<file path="config.mk">
export PLATFORM = sky130hd
export DESIGN_NAME = led_pwm_monitor
export DESIGN_NICKNAME = d
export VERILOG_FILES = /design/src/rtl/led_pkg.sv /design/src/rtl/led_trend_fsm.sv /design/src/rtl/led_pwm_monitor.sv
export SDC_FILE = /design/constraint.sdc
export NUM_CORES = 1
export LEC_CHECK = 0
export CORE_MARGIN = 2
export CORE_UTILIZATION = 46
export DETAILED_ROUTE_END_ITERATION = 7
export PLACE_DENSITY_LB_ADDON = 0.25
export SYNTH_ARGS = -nofsm -noshare
export SYNTH_HDL_FRONTEND = slang
export SYNTH_SLANG_ARGS = --single-unit
</file>
<file path="constraint.sdc">
create_clock -name clk -period 2.14 [get_ports clk]
set_clock_uncertainty 0.15 [all_clocks]
set_input_delay 0.428 -clock clk [delete_from_list [all_inputs] [get_ports clk]]
set_output_delay 0.428 -clock clk [all_outputs]
set_load 0.05 [all_outputs]
</file>
<file path="src/rtl/led_pkg.sv">
// Shared constants for the breathing-LED drivers and the PWM monitor:
// frame length, LED bus width, trend encoding and a one-hot index helper.
package led_pkg;

  localparam int LED_PWM_PERIOD = 6;
  localparam int LED_W          = 8;

  localparam logic [1:0] TREND_FLAT = 2'b00;
  localparam logic [1:0] TREND_RISE = 2'b01;
  localparam logic [1:0] TREND_FALL = 2'b10;

  typedef enum logic [1:0] {
    ST_FLAT = TREND_FLAT,
    ST_RISE = TREND_RISE,
    ST_FALL = TREND_FALL
  } trend_state_e;

  // Only meaningful for a one-hot input; callers gate the result.
  function automatic logic [2:0] onehot_index(input logic [LED_W-1:0] v);
    logic [2:0] idx;
    idx = 3'd0;
    for (int i = 0; i < LED_W; i++) begin
      if (v[i]) idx = 3'(i);
    end
    return idx;
  endfunction

endpackage

</file>
<file path="src/rtl/led_trend_fsm.sv">
// Breathing-trend tracker: compares each frame's duty with the previous one
// and settles to FLAT after HOLD_FRAMES consecutive equal frames.
module led_trend_fsm
  import led_pkg::*;
#(
  parameter int HOLD_FRAMES = 4,
  parameter int CNT_W       = 3
) (
  input  logic             clk,
  input  logic             rst_n,
  input  logic             frame_valid_int,
  input  logic [CNT_W-1:0] duty_meas,
  output logic [1:0]       trend
);

  localparam int EQ_W = $clog2(HOLD_FRAMES + 1);

  trend_state_e     state, state_nxt;
  logic [CNT_W-1:0] prev_duty, prev_duty_nxt;
  logic [EQ_W-1:0]  eq_cnt, eq_cnt_nxt;
  logic             have_prev, have_prev_nxt;

  always_ff @(posedge clk or negedge rst_n) begin
    if (!rst_n) begin
      state     <= ST_FLAT;
      prev_duty <= '0;
      eq_cnt    <= '0;
      have_prev <= 1'b0;
    end else begin
      state     <= state_nxt;
      prev_duty <= prev_duty_nxt;
      eq_cnt    <= eq_cnt_nxt;
      have_prev <= have_prev_nxt;
    end
  end

  // The very first frame after reset has nothing to compare against, so it only seeds prev_duty.
  always_comb begin
    state_nxt     = state;
    prev_duty_nxt = prev_duty;
    eq_cnt_nxt    = eq_cnt;
    have_prev_nxt = have_prev;
    if (frame_valid_int) begin
      prev_duty_nxt = duty_meas;
      have_prev_nxt = 1'b1;
      if (have_prev) begin
        if (duty_meas > prev_duty) begin
          state_nxt  = ST_RISE;
          eq_cnt_nxt = '0;
        end else if (duty_meas < prev_duty) begin
          state_nxt  = ST_FALL;
          eq_cnt_nxt = '0;
        end else begin
          if (eq_cnt < EQ_W'(HOLD_FRAMES)) eq_cnt_nxt = eq_cnt + 1'b1;
          if (eq_cnt_nxt == EQ_W'(HOLD_FRAMES)) state_nxt = ST_FLAT;
        end
      end
    end
  end

  assign trend = state;

endmodule

</file>
<file path="src/rtl/led_pwm_monitor.sv">
// Observes the one-hot PWM LED bus and reports, once per frame, the duty,
// the active LED index, multi-hot errors and the breathing trend.
module led_pwm_monitor
  import led_pkg::*;
#(
  parameter int PERIOD      = LED_PWM_PERIOD,
  parameter int HOLD_FRAMES = 4,
  parameter int CNT_W       = $clog2(PERIOD + 1)
) (
  input  logic             clk,
  input  logic             rst_n,
  input  logic [LED_W-1:0] led_in,
  output logic             frame_valid,
  output logic [CNT_W-1:0] duty_meas,
  output logic [2:0]       led_idx,
  output logic             idx_changed,
  output logic             err_multi,
  output logic [1:0]       trend
);

  logic [CNT_W-1:0] win_cnt, acc, duty_now;
  logic [2:0]       idx_nxt, idx_now;
  logic             multi_nxt, first_done;
  logic             sample_hot, sample_multi, sample_onehot, frame_end;

  // v & (v-1) clears the lowest set bit, so anything left means two or more bits.
  assign sample_hot    = |led_in;
  assign sample_multi  = |(led_in & (led_in - LED_W'(1)));
  assign sample_onehot = sample_hot & ~sample_multi;
  assign idx_now       = sample_onehot ? onehot_index(led_in) : idx_nxt;
  assign duty_now      = acc + CNT_W'(sample_hot);
  assign frame_end     = (win_cnt == CNT_W'(PERIOD - 1));

  always_ff @(posedge clk or negedge rst_n) begin
    if (!rst_n) begin
      win_cnt     <= '0;
      acc         <= '0;
      idx_nxt     <= '0;
      multi_nxt   <= 1'b0;
      first_done  <= 1'b0;
      frame_valid <= 1'b0;
      duty_meas   <= '0;
      led_idx     <= '0;
      idx_changed <= 1'b0;
      err_multi   <= 1'b0;
    end else begin
      idx_nxt     <= idx_now;
      frame_valid <= frame_end;
      idx_changed <= frame_end && first_done && (idx_now != led_idx);
      if (frame_end) begin
        win_cnt    <= '0;
        acc        <= '0;
        multi_nxt  <= 1'b0;
        duty_meas  <= duty_now;
        led_idx    <= idx_now;
        err_multi  <= multi_nxt | sample_multi;
        first_done <= 1'b1;
      end else begin
        win_cnt   <= win_cnt + 1'b1;
        acc       <= duty_now;
        multi_nxt <= multi_nxt | sample_multi;
      end
    end
  end

  // The trend FSM sees the frame's final duty on the same edge the outputs register.
  led_trend_fsm #(
    .HOLD_FRAMES(HOLD_FRAMES),
    .CNT_W      (CNT_W)
  ) u_trend (
    .clk            (clk),
    .rst_n          (rst_n),
    .frame_valid_int(frame_end),
    .duty_meas      (duty_now),
    .trend          (trend)
  );

endmodule

</file>
==> metrics.md, run 1 <==
| Metric | Value |
|---|---|
| Outcome | finished with violations |
| Failing checks | setup timing |
| Crit Path Max Fanout | 2 |
| Worst-Skew Late Latency | 0.32 ns |
| Initial antenna violation count | 0 |
| Least-Margin Pin Slew | ~0.50 ns |
| R2R depth | 8 |
| Largest net degree at the start of global routing | 26 |
| Synth unique cells | 35 |
| Final worst path period need | around 2.4 ns |
| Antenna viol nets, final | 0 |
| Register bit total from synthesis | 25 |
| CP top delay family | adder cells |
| P_sw | roughly 0.48 mW |
| Area delta synth->final | 53.51% |
| HP Class | in2async |
| CTS Buffer Depth | 2 |
| Post-synthesis net count | approximately 140 |
| Tot GR Track Use | 0.2026 |
| Num ports | 21 |
| Top-area cell type share of the netlist area | 0.5010 |
| Gate Count Post-Synth | approximately 130 |
| R2r endpoint | u_trend.eq_cnt[0] |
| Final nets | 200 |
| Leakage | around 0.92 nW |
| Vias | roughly 1.1k |
| Slowest CP cell | nor4_4 |
| Post-synthesis sequential area ratio | 0.5010 |
| CP required | between 2 and 2.5 ns |
| Share of cells above drive strength 1 | 0.3989 |
| Startpoint types | input port |
| Fmax | between 400 and 500 MHz |
| WHS | 0.2990 ns |
| Setup ws final | -0.2410 ns |
| Dpl hpwl | 2082 microns |
| Synth cell count leaders | dfrtp_1 (25), nand2_1 (18), inv_1 (12) |
| Die area | 3147 sq um |
| # setup viols final | 5 |
| GPL Wtd Cong | 0.8326 |
| Sw frac | 0.3662 |
| Drt first pass iters | 4 |
| Final Hold Violating Endpoints | 0 |
| DR WL/cell | around 14 microns |
| CP peak stage delay | approximately 0.28 ns |
| Clk sinks | 25 |
| Clk pin slew, worst setup/hold paths | ~0.13 ns |
| First-pass GRT wire length | about 5100 microns |
| RSZ-0062 raised after global routing | true |
| Core box area | 2522 sq um |
| Die H | about 56 microns |
| Horiz. Die Dim | around 56 microns |
| Arr. time, crit path | 2.45 ns |
| CTS Buf Count | 3 |
| Pint | 0.8259 mW |
| Vias in the first global route | approximately 1.2k |
| FF-to-FF setup slack | about 0.020 ns |
| Pwr/cell area | a little under 700 nW/um^2 |
| Sequential power share | 0.461 |
| Crit path buf inv count | 1 |
| CTS tree | built |
| Share of async-settable or async-resettable flops after synthesis | 1.000 |
| Avg Inst Size Synth | 9.990 sq um |
| Dominant cells by area after synthesis | dfrtp_1 (50%), ha_1 (6.0%), nand2_1 (5.4%), inv_1 (3.6%), nor2_1 (3.0%) |
| Global route overflow | 0 |
| Mapped cell area | approximately 1200 sq um |
| Synth Flop Type | dfrtp_1 |
| CP Capture Type | flip-flop |
| EDFF count, synth | 0 |
| R2R Path Start | acc[0] |
| Final Cycle Share | 1.113 |
| Critical path, cell by cell | buf_6, nor4_4, nand2_1, ha_2, ha_4, ha_4, a21o_1, a21oi_4, nor3_2, a21o_1, mux2_4 |
| DRT Wirelength | 2916 microns |
| Count leader, synth | dfrtp_1 |
| Sum Neg Setup Slack | -0.8050 ns |
| Relative slew slack | 0.6660 |
| Yosys top cell by area | dfrtp_1 |
| Drt initial violations | 13 |
| Worst setup path class | in2reg |
| Syn. warnings | 0 |
| H-tree depth | 1 |
| MaxCap Viol Count | 0 |
| Antenna diodes | 0 |
| IO Port Bufs | 20 |
| Logic pwr share | 0.380 |
| Routed vias/inst | 5.197 |
| Rows | 18 |
| # DRC | 0 |
| Clock share of power | 0.158 |
| Max Transition Viols Final | 0 |
| Clock Tree Root | clkbuf_4 |
| Starting Density | 0.4950 |
| Worst vdd ir | between 0.0009 and 0.001 V |
[state kept, by name, indices dropped and copies added, names as in the netlist]
name,cells
acc,3
idx_nxt,3
led_idx,3
u_trend.eq_cnt,3
u_trend.prev_duty,3
win_cnt,3
u_trend.trend,2
err_multi,1
first_done,1
frame_valid,1
idx_changed,1
multi_nxt,1
[what timing repair did]
| action | 4_1_cts | 5_1_grt |
|---|---|---|
| setup endpoints to repair | 12 | 12 |
| gates resized for setup | 45 | 15 |
| setup buffers | 11 | 2 |
| pin swaps | 12 | 18 |
| hold buffers | 0 | 0 |
[worst max-delay path by stage]
stage / from / end / cells after the start
4_1_cts: led_in[5] / u_trend.eq_cnt[0] / 11
6_report: led_in[5] / u_trend.eq_cnt[0] / 11
3_3_place_gp: led_in[1] / u_trend.eq_cnt[0] / 11
5_1_grt: led_in[1] / u_trend.eq_cnt[0] / 11
2_1_floorplan: led_in[6] / u_trend.eq_cnt[0] / 10
3_5_place_dp: led_in[1] / u_trend.eq_cnt[0] / 11
[cell families after synthesis]
logic type	count (synthesis)	synth area share
AND/OR/NAND/NOR	44	0.1874
AO/OA/AOI/OAI	27	0.1393
flip-flops	25	0.5010
buffers and inverters	14	0.04208
adder cells (fa/ha/maj)	7	0.06914
XOR/XNOR	4	0.02806
multiplexers	4	0.03307
[placed cells by master (no fill, tap or decap), drive strengths merged, types with 2 or more instances in the layout]
master / count
buf: 44
dfrtp: 25
nand2: 18
inv: 13
o21ai: 13
nor2: 10
clkdlybuf4s50: 7
ha: 6
a21o: 4
a21oi: 4
nor4: 4
xor2: 3
clkbuf: 3
nor3: 3
mux2i: 3
dlymetal6s2s: 2
nor4b: 2
[through the flow]
stage               instance area, sq um  setup WS, ns  std cells  power [mW]  utilization
global placement                    1745       -0.9305        199       1.054       0.6920
global route                        1917       -0.2999        213       1.379       0.7599
CTS                                 1878       -0.2586        214       1.293       0.7445
detailed placement                  1745       -0.9940        199       1.073       0.6920
floorplan                           1329       -0.4526        125      0.8757            -
finish                              1917       -0.2410        213       1.303       0.7599
[layout make-up]
cell class | instances | area [sq um]
multi-input cells | 86 | 708.2
flip-flops and latches | 25 | 625.6
fillers | 164 | 605.6
repair buffers | 55 | 469.2
inverters | 13 | 48.80
well taps | 30 | 37.54
clock buffers | 3 | 22.52
clock inverters | 1 | 5.005
[routing by layer]
layer  GRT usage  wire, microns  vias to the layer above
met4     0.02041              0                        0
met3     0.06512            122                        0
li1            -              -                      550
met5           0              0                        -
met1      0.2560           1275                      538
met2      0.3513           1517                       19
[power by group through the flow]
| stage | Clock, mW | Sequential (mW) | Combinational (mW) |
|---|---|---|---|
| after floorplan | 0 | 0.726 | 0.150 |
| after global placement | 0 | 0.601 | 0.454 |
| after detailed placement | 0 | 0.606 | 0.467 |
| after CTS | 0.212 | 0.599 | 0.482 |
| after global routing | 0.233 | 0.613 | 0.533 |
| final | 0.206 | 0.601 | 0.495 |
Power figures use the tool's default switching activity.
==> run 2, diff against run 1 <==
--- a/config.mk
+++ b/config.mk
@@ -6,8 +6,9 @@
 export NUM_CORES = 1
 export LEC_CHECK = 0
 export CORE_MARGIN = 2
-export CORE_UTILIZATION = 46
+export CORE_UTILIZATION = 55
 export DETAILED_ROUTE_END_ITERATION = 7
+export DONT_BUFFER_PORTS = 1
 export PLACE_DENSITY_LB_ADDON = 0.25
 export SYNTH_ARGS = -nofsm -noshare
 export SYNTH_HDL_FRONTEND = slang
==> metrics.md, run 2 (synthesis results as in run 1) <==
| Metric | Value |
|---|---|
| Outcome | finished with violations |
| Failing checks | setup timing |
| CP peak stage delay | around 0.28 ns |
| Rows | 17 |
| Pwr/cell area | around 740 nW/um^2 |
| Leakage | 0.7417 nW |
| CTS Buffer Depth | 2 |
| Die H | about 52 microns |
| CTS tree | built |
| Total Power | roughly 1.2 mW |
| GPL Wtd Cong | ~0.8 |
| Tot GR Track Use | 0.2119 |
| H-tree depth | 1 |
| Drt initial violations | 19 |
| Global route overflow | 0 |
| Routed vias/inst | between 5 and 6 |
| Final nets | between 150 and 200 |
| Worst setup path class | in2reg |
| DRT Wirelength | approximately 2400 microns |
| Hold_sp | led_in[0] |
| CP Capture Type | flip-flop |
| # setup viols final | 4 |
| Share of cells above drive strength 1 | 0.2770 |
| Vias in the first global route | a little under 1k |
| Vias | about 960 |
| Final Hold Violating Endpoints | 0 |
| IO Port Bufs | 0 |
| Dpl hpwl | about 1800 microns |
| DR WL/cell | approximately 14 microns |
| Antenna viol nets, final | 0 |
| MaxCap Viol Count | 0 |
| Most common cell after layout, fill and taps aside | dfrtp_1 |
| CP required | between 2 and 2.5 ns |
| Worst-Skew Late Latency | approximately 0.32 ns |
| Max Transition Viols Final | 0 |
| Final Cycle Share | 1.054 |
| Horiz. Die Dim | between 50 and 60 microns |
| Critical Path Source | led_in[5] |
| Critical path, cell by cell | nor4_4, nand2_1, ha_2, ha_4, ha_4, a21o_1, a21oi_4, nor3_4, a21o_1, mux2_4 |
| Antenna diodes | 0 |
| Area delta synth->final | 27.66% |
| Setup ws final | -0.1148 ns |
| Crit Path Max Fanout | 5 |
| Arr. time, crit path | 2.33 ns |
| Starting Density | 0.5755 |
| Die area | approximately 2700 sq um |
| Commonest cells after routing, fill and taps aside | dfrtp_1 (25), nand2_1 (18), buf_4 (18) |
| CTS Buf Count | 3 |
| First-pass GRT wire length | 4119 microns |
| Least-Margin Pin Slew | about 1.1 ns |
| Drt first pass iters | 4 |
| HP Class | in2reg |
| Core box area | ~2200 sq um |
| Initial antenna violation count | 0 |
| Startpoint types | input port |
| Final worst path period need | between 2 and 2.5 ns |
| # DRC | 0 |
| Relative slew slack | 0.2944 |
| Clock Tree Root | clkbuf_4 |
| Clk pin slew, worst setup/hold paths | 0.13 ns |
| Post-layout util | 0.7347 |
| Fmax | 443.5 MHz |
| Slowest CP cell | nor4_4 |
| Clk sinks | 25 |
| R2R Path Start | acc[0] |
| Num ports | 21 |
| RSZ-0062 raised after global routing | true |
| Largest net degree at the start of global routing | 26 |
| Worst vdd ir | around 0.00066 V |
[run 2: area by class of cell]
| class | instances | area, sq um |
|---|---|---|
| multi-input combinational | 86 | 701.9 |
| sequential | 25 | 625.6 |
| inverter | 13 | 48.80 |
| fill | 163 | 575.6 |
| tap | 28 | 35.03 |
| clock buffer | 4 | 26.28 |
| timing repair buffer | 20 | 156.4 |
[run 2: timing repair]
action	in CTS	in global routing
setup buffers	4	0
hold buffers	1	0
pin swaps	9	2
gates resized for setup	5	7
endpoints found under the hold margin	25	0
setup endpoints to repair	5	5
[run 2: path summary, 6_finish.rpt]
check / to / slack (ns) / depth (start not counted)
max in group asynchronous: idx_changed / 0.62 / 1
worst max-delay path: u_trend.eq_cnt[0] / -0.11 / 10
min in group asynchronous: u_trend.eq_cnt[2] / 0.58 / 1
worst min register to register: multi_nxt / 0.36 / 2
worst max register to register: u_trend.eq_cnt[0] / -0.01 / 8
worst min-delay path: multi_nxt / 0.33 / 3
[run 2: worst max-delay path, delay by kind of cell]
family,cells,cell delay [ns]
AOI/OAI and AO/OA,3,0.53
and+or+nand+nor,3,0.44
muxes,1,0.25
adders and majority gates,3,0.68
[run 2: metrics by stage]
step                hold WS (ns)  worst slack (ns)  TNS [ns]  std cells  area, sq um
finish                    0.3290           -0.1148   -0.2550        176         1594
global route              0.3610           -0.1579   -0.6003        176         1594
CTS                       0.3338           -0.1595   -0.4270        176         1562
detailed placement      -0.01705           -0.5569    -2.305        167         1473
global placement        -0.01710           -0.4549    -1.943        167         1473
floorplan               -0.01759           -0.4526    -1.440        125         1329
[run 2: where the power goes]
group	internal, mW	total (mW)	switching [mW]
sequential	0.541	0.727	0.185
clock	0.0729	0.204	0.131
combinational	0.124	0.248	0.124
total	0.739	1.18	0.440
[run 2: layer usage]
| metal | wire length [microns] | part of all wire | track usage |
|---|---|---|---|
| met3 | 102 | 0.043 | 0.03448 |
| met1 | 989 | 0.41 | 0.2447 |
| met5 | 0 | 0 | 0 |
| met2 | 1250 | 0.52 | 0.3803 |
| met4 | 53 | 0.022 | 0.1009 |
==> run 3, diff against run 2 <==
--- a/config.mk
+++ b/config.mk
@@ -6,9 +6,10 @@
 export NUM_CORES = 1
 export LEC_CHECK = 0
 export CORE_MARGIN = 2
-export CORE_UTILIZATION = 55
+export CORE_UTILIZATION = 35
 export DETAILED_ROUTE_END_ITERATION = 7
 export DONT_BUFFER_PORTS = 1
+export GPL_TIMING_DRIVEN = 1
 export PLACE_DENSITY_LB_ADDON = 0.25
 export SYNTH_ARGS = -nofsm -noshare
 export SYNTH_HDL_FRONTEND = slang
==> metrics.md, run 3 (synthesis results as in run 1) <==
| Metric | Value |
|---|---|
| Outcome | finished with violations |
| Failing checks | setup timing |
| Crit Path Max Fanout | 6 |
| Die H | 63.73 microns |
| GPL Wtd Cong | around 0.80 |
| Clk sinks | 25 |
| Die area | around 4100 sq um |
| Crit path buf inv count | 0 |
| Clk pin slew, worst setup/hold paths | between 0.1 and 0.15 ns |
| Largest net degree at the start of global routing | 26 |
| IO Port Bufs | 0 |
| Setup ws final | -0.1425 ns |
| Vias | roughly 940 |
| First-pass GRT wire length | 4422 microns |
| # DRC | 0 |
| Horiz. Die Dim | 63.73 microns |
| MaxCap Viol Count | 0 |
| Critical path, cell by cell | nor4_4, nand2_1, ha_2, ha_4, ha_4, a21o_1, a21oi_4, nor3_2, a21o_1, mux2_4 |
| Antenna diodes | 0 |
| Initial antenna violation count | 0 |
| Fillers | about 300 |
| Global route overflow | 0 |
| Relative slew slack | 0.6515 |
| Dpl hpwl | 1862 microns |
| Tot GR Track Use | 0.1389 |
| Share of cells above drive strength 1 | 0.2752 |
| Drt initial violations | 22 |
| CTS tree | built |
| Arr. time, crit path | about 2.4 ns |
| Final Cycle Share | 1.067 |
| # setup viols final | 5 |
| Least-Margin Pin Slew | around 0.52 ns |
| Pwr/cell area | between 700 and 800 nW/um^2 |
| Most common cell after layout, fill and taps aside | dfrtp_1 |
| Slowest CP cell | nor4_4 |
| Final Hold Violating Endpoints | 0 |
| Sum Neg Setup Slack | -0.3110 ns |
| Worst setup path class | in2reg |
| Commonest cells after routing, fill and taps aside | dfrtp_1 (25), buf_4 (19), nand2_1 (18) |
| Core box area | 3390 sq um |
| DR WL/cell | 12.82 microns |
| Drt first pass iters | 2 |
| Multi-input logic area | ~690 sq um |
| HP Class | in2reg |
| Vias in the first global route | a little over 1k |
| Fmax | roughly 440 MHz |
| Leakage | approximately 0.73 nW |
| CP top delay family | adder cells |
| Startpoint types | input port |
| Routed vias/inst | around 4.8 |
| Total Power | 1.183 mW |
| CP required | 2.21 ns |
| Final nets | 166 |
| Num ports | 21 |
| H-tree depth | 1 |
| Worst vdd ir | 0.0003845 V |
| DRT Wirelength | 2499 microns |
| Starting Density | 0.3684 |
| CP peak stage delay | 0.29 ns |
| CTS Buf Count | 3 |
| Worst-Skew Late Latency | ~0.32 ns |
| Max Transition Viols Final | 0 |
| Clock Tree Root | clkbuf_4 |
| CP Capture Type | flip-flop |
| Final worst path period need | 2.283 ns |
| FF+latch area | ~630 sq um |
| Area delta synth->final | 30.06% |
| CTS Buffer Depth | 2 |
| Antenna viol nets, final | 0 |
| Dpl ws | -0.6469 ns |
| Rows | 21 |
| RSZ-0062 raised after global routing | true |
| Post-layout util | 0.4791 |
-- run 3: cell types whose count changed in the layout (fill, tap and decap cells not counted) --
cell     change
o21ai_2      -1
o21ai_0      +2
buf_12       +1
nand3_4      -1
nor4_2       -1
o21ai_1      -1
nor3_2       +1
buf_6        -1
nand3_2      +1
buf_4        +1
nor3_4       -1
nor4_4       +1
-- run 3: final timing paths --
| kind | slack, ns | depth (start not counted) | from | to |
|---|---|---|---|---|
| worst max-delay path | -0.14 | 10 | led_in[1] | u_trend.eq_cnt[0] |
| worst min-delay path | 0.33 | 3 | led_in[0] | multi_nxt |
| worst max register to register | 0 | 8 | acc[0] | u_trend.eq_cnt[0] |
| worst min register to register | 0.35 | 2 | multi_nxt | multi_nxt |
| max in group asynchronous | 1.33 | 2 | rst_n | idx_nxt[1] |
| min in group asynchronous | 0.36 | 2 | rst_n | u_trend.eq_cnt[0] |
-- run 3: through the flow --
stage	hold WS (ns)	cells	area, sq um
floorplan	-0.01759	125	1329
global placement	-0.01698	187	1510
finish	0.3276	195	1624
global route	0.3576	195	1624
CTS	0.3233	195	1609
detailed placement	-0.01696	187	1510
-- run 3: what timing repair did --
action	4_1_cts	5_1_grt
setup endpoints to repair	5	5
setup buffers	2	0
hold endpoints to repair	25	0
hold buffers	2	0
pin swaps	3	3
resized for setup	4	3
-- run 3: metal layers --
layer  share of wire  wire length [microns]  track usage
met3           0.052                    131      0.03345
met1            0.45                   1113       0.1544
met2            0.48                   1204       0.2487
met5               0                      0            0
met4           0.020                     51      0.06522
-- run 3: worst reg2reg max path: stages, from the launching register on --
cell and delay (ns):
dfrtp_1 0.39, ha_2 0.19, ha_4 0.26, ha_4 0.23
a21o_1 0.17, a21oi_4 0.13, nor3_2 0.06, a21o_1 0.19
mux2_4 0.26
-- run 3: report_power, final --
group | leakage, nW | internal (mW) | switching [mW]
sequential | 0.301 | 0.542 | 0.184
combinational | 0.418 | 0.128 | 0.122
clock | 0.0150 | 0.0731 | 0.135
-- run 3: layout make-up --
type | count | area share
Multi-Input combinational cell | 86 | 0.4268
Sequential cell | 25 | 0.3852
Timing Repair Buffer | 21 | 0.1063
Tap cell | 46 | 0.03544
Inverter | 13 | 0.03005
Clock buffer | 4 | 0.01618
